[src/rtl/pc8001_keymatrix_pkg.sv]
// rtl/pc8001_keymatrix_pkg.sv - shared types and named matrix positions for the PC-8001 keyboard matrix
package pc8001_kbd_pkg;

  // Largest row space addressable by the 4-bit read port
  localparam int ROWS_MAX = 16;

  // Lookup result: hit = code is mapped, row/col = matrix position
  typedef struct packed {
    logic       hit;
    logic [3:0] row;
    logic [2:0] col;
  } kpos_t;

  // Captured key event, bit order matches ps2_key[9:0]
  typedef struct packed {
    logic       make;
    logic       ext;
    logic [7:0] code;
  } kev_t;

  localparam logic [3:0] STOP_ROW  = 4'd9;
  localparam logic [2:0] STOP_COL  = 3'd0;
  localparam logic [3:0] SHIFT_ROW = 4'd8;
  localparam logic [2:0] SHIFT_COL = 3'd6;
  localparam logic [3:0] CTRL_ROW  = 4'd8;
  localparam logic [2:0] CTRL_COL  = 3'd7;
  localparam logic [3:0] KANA_ROW  = 4'd8;
  localparam logic [2:0] KANA_COL  = 3'd5;
  localparam logic [3:0] GRPH_ROW  = 4'd8;
  localparam logic [2:0] GRPH_COL  = 3'd4;

  function automatic kpos_t kpos(input logic [3:0] r, input logic [2:0] c);
    kpos_t p;
    p.hit = 1'b1;
    p.row = r;
    p.col = c;
    return p;
  endfunction

endpackage

[src/rtl/pc8001_keymatrix_if.sv]
// rtl/pc8001_keymatrix_if.sv - key event input and matrix read port bundle
interface pc8001_keymatrix_if;
  logic [10:0] ps2_key;
  logic        clear_all;
  logic [3:0]  rd_addr;
  logic [7:0]  rd_data;
  logic        key_stop;
  logic        key_any;

  modport master (
    output ps2_key, clear_all, rd_addr,
    input  rd_data, key_stop, key_any
  );

  modport slave (
    input  ps2_key, clear_all, rd_addr,
    output rd_data, key_stop, key_any
  );
endinterface

[src/rtl/pc8001_keymatrix_keymap.sv]
// rtl/pc8001_keymatrix_keymap.sv - set-2 scancode to matrix position ROM; PC8001_KBD_NUMPAD_EN selects the ten-key mapping
module pc8001_keymap
  import pc8001_kbd_pkg::*;
(
  input  logic       ext,
  input  logic [7:0] code,
  output kpos_t      pos
);

  // Pure case ROM on {ext, code}; anything not listed is a miss
  always_comb begin
    pos = '0;
    case ({ext, code})
      9'h052: pos = kpos(4'd2, 3'd0);
      9'h01C: pos = kpos(4'd2, 3'd1);
      9'h032: pos = kpos(4'd2, 3'd2);
      9'h021: pos = kpos(4'd2, 3'd3);
      9'h023: pos = kpos(4'd2, 3'd4);
      9'h024: pos = kpos(4'd2, 3'd5);
      9'h02B: pos = kpos(4'd2, 3'd6);
      9'h034: pos = kpos(4'd2, 3'd7);
      9'h033: pos = kpos(4'd3, 3'd0);
      9'h043: pos = kpos(4'd3, 3'd1);
      9'h03B: pos = kpos(4'd3, 3'd2);
      9'h042: pos = kpos(4'd3, 3'd3);
      9'h04B: pos = kpos(4'd3, 3'd4);
      9'h03A: pos = kpos(4'd3, 3'd5);
      9'h031: pos = kpos(4'd3, 3'd6);
      9'h044: pos = kpos(4'd3, 3'd7);
      9'h04D: pos = kpos(4'd4, 3'd0);
      9'h015: pos = kpos(4'd4, 3'd1);
      9'h02D: pos = kpos(4'd4, 3'd2);
      9'h01B: pos = kpos(4'd4, 3'd3);
      9'h02C: pos = kpos(4'd4, 3'd4);
      9'h03C: pos = kpos(4'd4, 3'd5);
      9'h02A: pos = kpos(4'd4, 3'd6);
      9'h01D: pos = kpos(4'd4, 3'd7);
      9'h022: pos = kpos(4'd5, 3'd0);
      9'h035: pos = kpos(4'd5, 3'd1);
      9'h01A: pos = kpos(4'd5, 3'd2);
      9'h054: pos = kpos(4'd5, 3'd3);
      9'h05D: pos = kpos(4'd5, 3'd4);
      9'h05B: pos = kpos(4'd5, 3'd5);
      9'h055: pos = kpos(4'd5, 3'd6);
      9'h04E: pos = kpos(4'd5, 3'd7);
      9'h045: pos = kpos(4'd6, 3'd0);
      9'h016: pos = kpos(4'd6, 3'd1);
      9'h01E: pos = kpos(4'd6, 3'd2);
      9'h026: pos = kpos(4'd6, 3'd3);
      9'h025: pos = kpos(4'd6, 3'd4);
      9'h02E: pos = kpos(4'd6, 3'd5);
      9'h036: pos = kpos(4'd6, 3'd6);
      9'h03D: pos = kpos(4'd6, 3'd7);
      9'h03E: pos = kpos(4'd7, 3'd0);
      9'h046: pos = kpos(4'd7, 3'd1);
      9'h04C: pos = kpos(4'd7, 3'd3);
      9'h041: pos = kpos(4'd7, 3'd4);
      9'h049: pos = kpos(4'd7, 3'd5);
      9'h04A: pos = kpos(4'd7, 3'd6);
      9'h061: pos = kpos(4'd7, 3'd7);
      9'h16C: pos = kpos(4'd8, 3'd0);
      9'h175: pos = kpos(4'd8, 3'd1);
      9'h174: pos = kpos(4'd8, 3'd2);
      9'h066: pos = kpos(4'd8, 3'd3);
      9'h170: pos = kpos(4'd8, 3'd3);
      9'h171: pos = kpos(4'd8, 3'd3);
      9'h011: pos = kpos(GRPH_ROW, GRPH_COL);
      9'h111: pos = kpos(GRPH_ROW, GRPH_COL);
      9'h058: pos = kpos(KANA_ROW, KANA_COL);
      // Both shifts share one matrix bit; either break releases it
      9'h012: pos = kpos(SHIFT_ROW, SHIFT_COL);
      9'h059: pos = kpos(SHIFT_ROW, SHIFT_COL);
      9'h014: pos = kpos(CTRL_ROW, CTRL_COL);
      9'h114: pos = kpos(CTRL_ROW, CTRL_COL);
      9'h169: pos = kpos(STOP_ROW, STOP_COL);
      9'h005: pos = kpos(4'd9, 3'd1);
      9'h006: pos = kpos(4'd9, 3'd2);
      9'h004: pos = kpos(4'd9, 3'd3);
      9'h00C: pos = kpos(4'd9, 3'd4);
      9'h003: pos = kpos(4'd9, 3'd5);
      9'h029: pos = kpos(4'd9, 3'd6);
      9'h076: pos = kpos(4'd9, 3'd7);
      9'h05A: pos = kpos(4'd1, 3'd7);
      9'h15A: pos = kpos(4'd1, 3'd7);
`ifdef PC8001_KBD_NUMPAD_EN
      // Keypad feeds the dedicated ten-key rows; E0 variants stay arrows
      9'h070: pos = kpos(4'd0, 3'd0);
      9'h069: pos = kpos(4'd0, 3'd1);
      9'h072: pos = kpos(4'd0, 3'd2);
      9'h07A: pos = kpos(4'd0, 3'd3);
      9'h06B: pos = kpos(4'd0, 3'd4);
      9'h073: pos = kpos(4'd0, 3'd5);
      9'h074: pos = kpos(4'd0, 3'd6);
      9'h06C: pos = kpos(4'd0, 3'd7);
      9'h075: pos = kpos(4'd1, 3'd0);
      9'h07D: pos = kpos(4'd1, 3'd1);
      9'h07C: pos = kpos(4'd1, 3'd2);
      9'h079: pos = kpos(4'd1, 3'd3);
      9'h071: pos = kpos(4'd1, 3'd6);
`else
      // Keypad aliases onto the main-row digits and punctuation
      9'h070: pos = kpos(4'd6, 3'd0);
      9'h069: pos = kpos(4'd6, 3'd1);
      9'h072: pos = kpos(4'd6, 3'd2);
      9'h07A: pos = kpos(4'd6, 3'd3);
      9'h06B: pos = kpos(4'd6, 3'd4);
      9'h073: pos = kpos(4'd6, 3'd5);
      9'h074: pos = kpos(4'd6, 3'd6);
      9'h06C: pos = kpos(4'd6, 3'd7);
      9'h075: pos = kpos(4'd7, 3'd0);
      9'h07D: pos = kpos(4'd7, 3'd1);
      9'h07C: pos = kpos(4'd7, 3'd2);
      9'h079: pos = kpos(4'd7, 3'd3);
      9'h071: pos = kpos(4'd7, 3'd5);
`endif
      default: pos = '0;
    endcase
  end

endmodule

[src/rtl/pc8001_keymatrix.sv]
// rtl/pc8001_keymatrix.sv - ps2_key event pipeline into the PC-8001 10x8 key matrix with a registered row read port
module pc8001_keymatrix
  import pc8001_kbd_pkg::*;
#(
  parameter int ROWS = 10
) (
  input logic                clk_sys,
  input logic                reset,
  pc8001_keymatrix_if.slave  bus
);

  logic [10:0]                key_q;
  logic                       tog_q;
  kev_t                       ev0;
  logic                       v0;
  kpos_t                      map_pos;
  kpos_t                      ev1_pos;
  logic                       ev1_make;
  logic                       v1;
  logic [ROWS_MAX-1:0][7:0]   matrix;

  pc8001_keymap u_keymap (
    .ext  (ev0.ext),
    .code (ev0.code),
    .pos  (map_pos)
  );

  // S0: register the input, detect a toggle edge and capture the event
  always_ff @(posedge clk_sys) begin
    if (reset) begin
      key_q <= bus.ps2_key;
      tog_q <= bus.ps2_key[10];
      v0    <= 1'b0;
      ev0   <= '0;
    end else begin
      key_q <= bus.ps2_key;
      v0    <= (key_q[10] != tog_q);
      if (key_q[10] != tog_q) begin
        tog_q <= key_q[10];
        ev0   <= kev_t'(key_q[9:0]);
      end
    end
  end

  // S1: register the keymap lookup result alongside make/break
  always_ff @(posedge clk_sys) begin
    if (reset) begin
      v1       <= 1'b0;
      ev1_pos  <= '0;
      ev1_make <= 1'b0;
    end else begin
      v1       <= v0;
      ev1_pos  <= map_pos;
      ev1_make <= ev0.make;
    end
  end

  // S2: apply the event to the matrix; clear_all overrides a coinciding apply
  always_ff @(posedge clk_sys) begin
    if (reset || bus.clear_all) begin
      matrix <= '0;
    end else if (v1 && ev1_pos.hit && (32'(ev1_pos.row) < ROWS)) begin
      matrix[ev1_pos.row][ev1_pos.col] <= ev1_make;
    end
  end

  // Read port and status flags, all registered from the pre-write matrix
  always_ff @(posedge clk_sys) begin
    if (reset) begin
      bus.rd_data  <= 8'hFF;
      bus.key_stop <= 1'b0;
      bus.key_any  <= 1'b0;
    end else begin
      bus.rd_data  <= (32'(bus.rd_addr) < ROWS) ? ~matrix[bus.rd_addr] : 8'hFF;
      bus.key_stop <= matrix[STOP_ROW][STOP_COL];
      bus.key_any  <= |matrix;
    end
  end

endmodule

[src/flat_wrapper.sv]
// flat-port wrapper written by rule: the top's interface ports become plain ports
module pc8001_keymatrix_flat import pc8001_kbd_pkg::*;
#(
  parameter int ROWS = 10
)
  (clk_sys, reset, bus_ps2_key, bus_clear_all, bus_rd_addr, bus_rd_data, bus_key_stop, bus_key_any);
  pc8001_keymatrix_if bus_i ();
  input logic clk_sys;
  input logic reset;
  input wire logic [$bits(bus_i.ps2_key)-1:0] bus_ps2_key;
  input wire logic [$bits(bus_i.clear_all)-1:0] bus_clear_all;
  input wire logic [$bits(bus_i.rd_addr)-1:0] bus_rd_addr;
  output wire logic [$bits(bus_i.rd_data)-1:0] bus_rd_data;
  output wire logic [$bits(bus_i.key_stop)-1:0] bus_key_stop;
  output wire logic [$bits(bus_i.key_any)-1:0] bus_key_any;
  assign bus_i.ps2_key = bus_ps2_key;
  assign bus_i.clear_all = bus_clear_all;
  assign bus_i.rd_addr = bus_rd_addr;
  assign bus_rd_data = bus_i.rd_data;
  assign bus_key_stop = bus_i.key_stop;
  assign bus_key_any = bus_i.key_any;
  pc8001_keymatrix #(.ROWS(ROWS)) u_core (.clk_sys(clk_sys), .reset(reset), .bus(bus_i));
endmodule
[config.mk]
export PLATFORM = sky130hd
export DESIGN_NAME = pc8001_keymatrix_flat
export DESIGN_NICKNAME = d
export VERILOG_FILES = /design/src/rtl/pc8001_keymatrix_pkg.sv /design/src/rtl/pc8001_keymatrix_if.sv /design/src/rtl/pc8001_keymatrix_keymap.sv /design/src/rtl/pc8001_keymatrix.sv /design/src/flat_wrapper.sv
export SDC_FILE = /design/constraint.sdc
export NUM_CORES = 1
export LEC_CHECK = 0
export CAP_MARGIN = 25
export CELL_PAD_IN_SITES_DETAIL_PLACEMENT = 1
export CELL_PAD_IN_SITES_GLOBAL_PLACEMENT = 2
export CORE_ASPECT_RATIO = 1.2
export CORE_MARGIN = 3
export CORE_UTILIZATION = 39
export CTS_BUF_LIST = sky130_fd_sc_hd__clkbuf_16
export DETAILED_ROUTE_END_ITERATION = 12
export GPL_TIMING_DRIVEN = 0
export PLACE_DENSITY_LB_ADDON = 0.12
export SETUP_SLACK_MARGIN = 0.2
export SLEW_MARGIN = 20
export SYNTH_ARGS = -nofsm -noshare
export SYNTH_HDL_FRONTEND = slang
export SYNTH_HIERARCHICAL = 1
export SYNTH_SLANG_ARGS = --single-unit
[constraint.sdc]
create_clock -name clk_sys -period 2.4 [get_ports clk_sys]
set_input_delay 0.48 -clock clk_sys [delete_from_list [all_inputs] [get_ports clk_sys]]
set_output_delay 0.48 -clock clk_sys [all_outputs]
set_load 0.01 [all_outputs]
==> results.json, run 1 <==
{
  "hold_path.class": "reg -> reg",
  "avgRoutedWirePerCell_um": 24.4,
  "avgSynthCellArea_um2": 9.33,
  "fin_crit_sh": 0.905,
  "hold_buffers": 0,
  "period_needed_ns": 2.17,
  "start_util": 0.405,
  "grt_start_max_net_pins": 17,
  "synth-compound-area-share": 0.0758,
  "clock-sinks": 171,
  "area_delta_synth_final_pct": 19.1,
  "hold_viol_final": 0,
  "drv_cap": 0,
  "core_mm2": 0.0206,
  "wl_met3_um": 1270,
  "ir_drop_v": 0.000555,
  "drcViolationCount": 0,
  "routed_wl_um": 29900,
  "final_nets": 969,
  "fillCellCount": 2328,
  "avgViaCountPerCell": 6.00,
  "place_congestion": 0.930,
  "synthXorXnorAreaFrac": 0.00210,
  "holdWs_ns": 0.440,
  "required_ns": 2.77,
  "power.density_mw_per_mm2": 650,
  "cp_max_fo": 10,
  "outcome": "finished clean",
  "syn-cell-area_mm2": 0.00834,
  "top_layer_used": "met4",
  "ios": 28,
  "clock_latency_ns": 0.43,
  "dpl.hpwl_um": 22300,
  "synthAdderAreaFrac": 0,
  "crit_path_top_delay_cell": "nor2_1",
  "synth_top_family_by_area": "simple AND/OR/NAND/NOR gates",
  "fin_ws_ns": 0.228,
  "max_stage_delay_ns": 0.48,
  "root_buffer": "clkbuf_16",
  "ys_seq_area_frac": 0.412,
  "ys.warnings.count": 6,
  "met1_length_um": 11600,
  "grt_pass1_vias": 7904,
  "syn_inst": 894,
  "arrival_ns": 2.54,
  "start_kind": "flop",
  "crit_family": "simple AND/OR/NAND/NOR gates",
  "fmax_mhz": 460,
  "pre_cts_ws_ns": -0.370,
  "worstSetupStartpoint": "u_core/ev0[3]",
  "final_common_cell": "nand2_1",
  "synthMuxAreaShare": 0.165,
  "postRouteAntennaNets": 0,
  "path_buf_inv": 1,
  "finalSetupViolations": 0,
  "worst_pin_slew_ns": 0.932,
  "synth_edf_count": 1,
  "num_vias": 7367,
  "p_leak_nw": 3.99,
  "synth_top_flop_cell": "dfxtp_1",
  "slew_headroom": 0.374,
  "grt_pass1_wl_um": 46500,
  "dr.pass1.iters": 5,
  "crit_chain": "buf_6 -> nor2_1 -> nand3_1 -> o22ai_1 -> a22oi_1 -> and4_1 -> nand4_1 -> nor2b_1",
  "cts_buffers": 17,
  "ys_types": 75,
  "num_antenna_cells": 0,
  "rows": 57,
  "end_kind": "flop",
  "antenna_found_initial": 0,
  "drt_iter0_markers": 377,
  "final_util": 0.482,
  "drive_above_1_share": 0.172,
  "rsz0062_at_grt": "yes",
  "fin_worst_skew_ns": 0.0132,
  "die_h_um": 166,
  "met2_length_um": 15600,
  "cts_tree": "done",
  "grtUsageTotal": 0.257,
  "slew_viol_final": 0,
  "h-tree-depth": 4,
  "worstReg2RegStart": "u_core/ev0[3]",
  "die_w_um": 139,
  "min-delay-start": "u_core/key_q[8]",
  "ys_seq_elements": 171,
  "clk_pin_slew_worst_paths_ns": 0.07,
  "place.port_buffers": 23,
  "syn-num-nets": 912,
  "postSynth.asyncResetShare": 0,
  "dieArea_mm2": 0.0232,
  "overflow": 0,
  "synth_simple_gate_area_share": 0.307,
  "layout_common_cells": "nand2_1 (170), dfxtp_1 (161), mux2i_1 (99)",
  "clockBufferDepth": 2,
  "criticalPathCategory": "reg -> reg"
}
-- cells by family (layout without fill, tap and decap cells) --
family                    Yosys count  count (layout)
AOI/OAI and AO/OA                  83              83
xor gates and xnor gates            2               2
buffers and inverters              64             133
DFF                               171             171
muxes                             117             117
and+or+nand+nor                   457             457
-- worst register-to-register path, stage by stage, from the launching register on --
cell	delay [ns]
dfxtp_4	0.39
buf_6	0.16
nor2_1	0.49
nand3_1	0.17
o22ai_1	0.21
a22oi_1	0.20
and4_1	0.26
nand4_1	0.12
nor2b_1	0.13
-- flip-flops by register name, summed over array words and instances (netlist names) --
signal / flops
u_core/bus.rd_data: 8
u_core/ev0: 10
u_core/tog_q: 1
u_core/ev1_pos: 8
u_core/key_q: 11
u_core/v1: 1
u_core/ev1_make: 1
u_core/matrix: 128
u_core/bus.key_stop: 1
u_core/v0: 1
u_core/bus.key_any: 1
-- what timing repair did --
item                       CTS  global route
pin swaps                   10            14
gates resized for setup     54            40
setup endpoints to repair    9            17
setup buffers                3            12
-- cells in the mapped netlist (4+ instances only) --
cell	count	area share
buf_4	12	0.011
nand4_1	17	0.013
nor4_4	6	0.015
a22oi_1	4	0.0036
dfxtp_1	170	0.41
o21ai_0	7	0.0042
mux2i_1	99	0.12
nor3_1	14	0.0084
and3_1	4	0.0030
o22a_1	10	0.011
and2_1	53	0.040
nand3_1	33	0.020
buf_2	17	0.010
nor2_1	27	0.012
or4b_1	5	0.0060
or3_1	4	0.0030
a22o_1	13	0.014
a31oi_1	5	0.0038
nor4b_1	4	0.0042
clkbuf_1	28	0.013
nor2b_1	23	0.017
nand2_1	170	0.077
nand2b_1	23	0.017
o211ai_1	4	0.0036
mux4_2	16	0.043
nor3_2	5	0.0060
nor4_1	40	0.030
a21oi_1	10	0.0060
-- final timing paths --
| path | end | slack (ns) | depth (start not counted) |
|---|---|---|---|
| min | u_core/ev0[8] | 0.44 | 1 |
| min reg2reg | u_core/ev0[8] | 0.44 | 1 |
| max | u_core/ev1_pos[0] | 0.23 | 8 |
| max reg2reg | u_core/ev1_pos[0] | 0.23 | 8 |
-- area by class of cell --
class                      instances  area [um^2]  share of cell area
multi-input combinational        659         4770               0.480
sequential                       171         3460               0.349
clock buffer                      18          450              0.0453
buffer                            61          432              0.0435
timing repair buffer              38          368              0.0370
tap                              265          332              0.0334
clock inverter                    13          110              0.0111
inverter                           3         13.8             0.00139
-- metal layers --
metal,GRT usage,vias to the layer above
li1,-,3326
met1,0.293,3654
met2,0.455,291
met3,0.0426,96
met4,0.139,0
met5,0,-
-- per-stage QoR --
step / cells / power [W] / cell area [um^2] / setup TNS [ns]
2_1_floorplan: 894 / 0.00350 / 8340 / 0
3_3_place_gp: 1182 / 0.00378 / 8900 / -1.29
3_5_place_dp: 1182 / 0.00378 / 8900 / -1.23
4_1_cts: 1216 / 0.00645 / 9670 / 0
5_1_grt: 1228 / 0.00671 / 9930 / 0
6_report: 1228 / 0.00646 / 9930 / 0
-- report_power, final --
part	internal (W)	switching (W)
clock network	0.00140	0.00121
registers	0.00289	0.0000607
logic	0.000330	0.000566
Power figures use the tool's default switching activity.
==> run 2, diff against run 1 <==
--- a/config.mk
+++ b/config.mk
@@ -6,13 +6,12 @@
 export NUM_CORES = 1
 export LEC_CHECK = 0
 export CAP_MARGIN = 25
-export CELL_PAD_IN_SITES_DETAIL_PLACEMENT = 1
-export CELL_PAD_IN_SITES_GLOBAL_PLACEMENT = 2
 export CORE_ASPECT_RATIO = 1.2
 export CORE_MARGIN = 3
-export CORE_UTILIZATION = 39
+export CORE_UTILIZATION = 40
 export CTS_BUF_LIST = sky130_fd_sc_hd__clkbuf_16
 export DETAILED_ROUTE_END_ITERATION = 12
+export DONT_BUFFER_PORTS = 1
 export GPL_TIMING_DRIVEN = 0
 export PLACE_DENSITY_LB_ADDON = 0.12
 export SETUP_SLACK_MARGIN = 0.2
==> run 2 against run 1 <==
Die area is 2.4% lower; sequential power barely moved; worst setup slack barely moved; via count is 5.4% lower; first-iteration DRC count grew 24%; largest power group unchanged; fmax hardly changed.
==> results.json, run 2 (synthesis gave the netlist of run 1 again) <==
{
  "outcome": "finished clean",
  "avgViaCountPerCell": 5.83,
  "cp_max_fo": 10,
  "dieArea_mm2": 0.0226,
  "hold_path.class": "in -> reg",
  "drv_cap": 0,
  "r2r_slack_ns": 0.23,
  "postRouteAntennaNets": 0,
  "num_antenna_cells": 0,
  "num_vias": 6968,
  "die_h_um": 164,
  "final_util": 0.471,
  "dpl.hpwl_um": 19300,
  "cts_buffers": 17,
  "r2r_end": "u_core/ev1_pos[7]",
  "overflow": 0,
  "hold_path_depth": 0,
  "grtUsageTotal": 0.241,
  "root_buffer": "clkbuf_16",
  "fin_crit_sh": 0.905,
  "final_nets": 935,
  "rsz0062_at_grt": "yes",
  "grt_pass1_wl_um": 41000,
  "grt_start_max_net_pins": 19,
  "cts_tree": "done",
  "dr.pass1.iters": 5,
  "hold_buffers": 0,
  "grt-busiest-layer": "met2",
  "holdPathEnd": "u_core/key_q[0]",
  "worst_pin_slew_ns": 0.929,
  "h-tree-depth": 4,
  "ios": 28,
  "fin_worst_skew_ns": 0.0103,
  "clk_pin_slew_worst_paths_ns": 0.07,
  "min-delay-start": "bus_ps2_key[0]",
  "hold_viol_final": 0,
  "drcViolationCount": 0,
  "final_common_cell": "nand2_1",
  "p_leak_nw": 3.85,
  "arrival_ns": 2.54,
  "die_w_um": 138,
  "drive_above_1_share": 0.172,
  "grtUsageMet3": 0.0438,
  "regMostFlops": "u_core/matrix",
  "antenna_found_initial": 0,
  "routed_wl_um": 26200,
  "start_util": 0.409,
  "place.port_buffers": 0,
  "place_inst": 1159,
  "use_met2": 0.431,
  "place_congestion": 0.958,
  "layout_common_cells": "nand2_1 (170), dfxtp_1 (162), mux2i_1 (99)",
  "required_ns": 2.76,
  "reg_top3": "u_core/matrix (128), u_core/key_q (11), u_core/ev0 (10)",
  "grt_pass1_vias": 6881,
  "slew_viol_final": 0,
  "rows": 57,
  "end_kind": "flop",
  "area_delta_synth_final_pct": 15.1,
  "criticalPathCategory": "reg -> reg",
  "largest_reg_flops": 128,
  "clock_latency_ns": 0.43,
  "ir_drop_v": 0.000467,
  "fmax_mhz": 460,
  "final_cells": 1195,
  "power.density_mw_per_mm2": 680,
  "avgRoutedWirePerCell_um": 21.9,
  "holdWs_ns": 0.0675,
  "core_mm2": 0.0204,
  "clock-sinks": 171,
  "drt_iter0_markers": 468,
  "p_total_w": 0.00653,
  "slew_headroom": 0.378,
  "finalSetupViolations": 0,
  "worstReg2RegStart": "u_core/ev0[1]",
  "period_needed_ns": 2.17,
  "start_kind": "flop",
  "r2r_cells": 7,
  "use_met1": 0.282,
  "clockBufferDepth": 2
}
run 2: metrics by stage:
| stage | setup TNS, ns | cell area (um^2) | setup slack [ns] |
|---|---|---|---|
| after floorplan | 0 | 8340 | 0.569 |
| after global placement | -1.43 | 8670 | -0.573 |
| after detailed placement | -0.686 | 8670 | -0.402 |
| after CTS | 0 | 9430 | 0.202 |
| after global routing | 0 | 9600 | 0.175 |
| final | 0 | 9600 | 0.228 |
run 2: worst max path at each step:
stage                             end          start  slack, ns  depth (start not counted)
floorplan           u_core/ev1_pos[7]  u_core/ev0[0]       0.57                          9
finish              u_core/ev1_pos[7]  u_core/ev0[1]       0.23                          7
CTS                 u_core/ev1_pos[7]  u_core/ev0[7]       0.20                          8
global placement    u_core/ev1_pos[0]  u_core/ev0[1]      -0.57                          8
global route        u_core/ev1_pos[7]  u_core/ev0[3]       0.17                          9
detailed placement  u_core/ev1_pos[0]  u_core/ev0[1]      -0.40                          8
run 2: area by class of cell:
class	count	area [um^2]
multi-input combinational	659	4780
inverter	3	13.8
clock buffer	17	425
timing repair buffer	4	30.0
sequential	171	3460
buffer	61	388
tap	265	332
clock inverter	15	170
fill	1964	10800
run 2: report_power, final:
group,switching [W],internal [W]
Sequential,0.0000588,0.00289
Combinational,0.000541,0.000287
Clock,0.00126,0.00149
run 2: metal layers:
| layer | vias up | share of wire |
|---|---|---|
| met5 | - | 0 |
| met4 | 0 | 0.039 |
| met1 | 3329 | 0.39 |
| met3 | 77 | 0.055 |
| li1 | 3258 | - |
| met2 | 304 | 0.52 |
run 2: critical path: stages, from the launching register on:
cell,delay (ns)
dfxtp_4,0.39
or4b_1,0.59
a2111oi_4,0.36
a21oi_1,0.16
o211a_1,0.17
and2_4,0.16
nand4_1,0.11
nor2b_1,0.16
run 2: timing repair:
| item | CTS | global route |
|---|---|---|
| endpoints found under the hold margin | 0 | 0 |
| cloned | 0 | 0 |
| setup buffers | 2 | 2 |
| endpoints found under the setup margin | 8 | 7 |
| resized for setup | 46 | 42 |
| pin swaps | 7 | 15 |
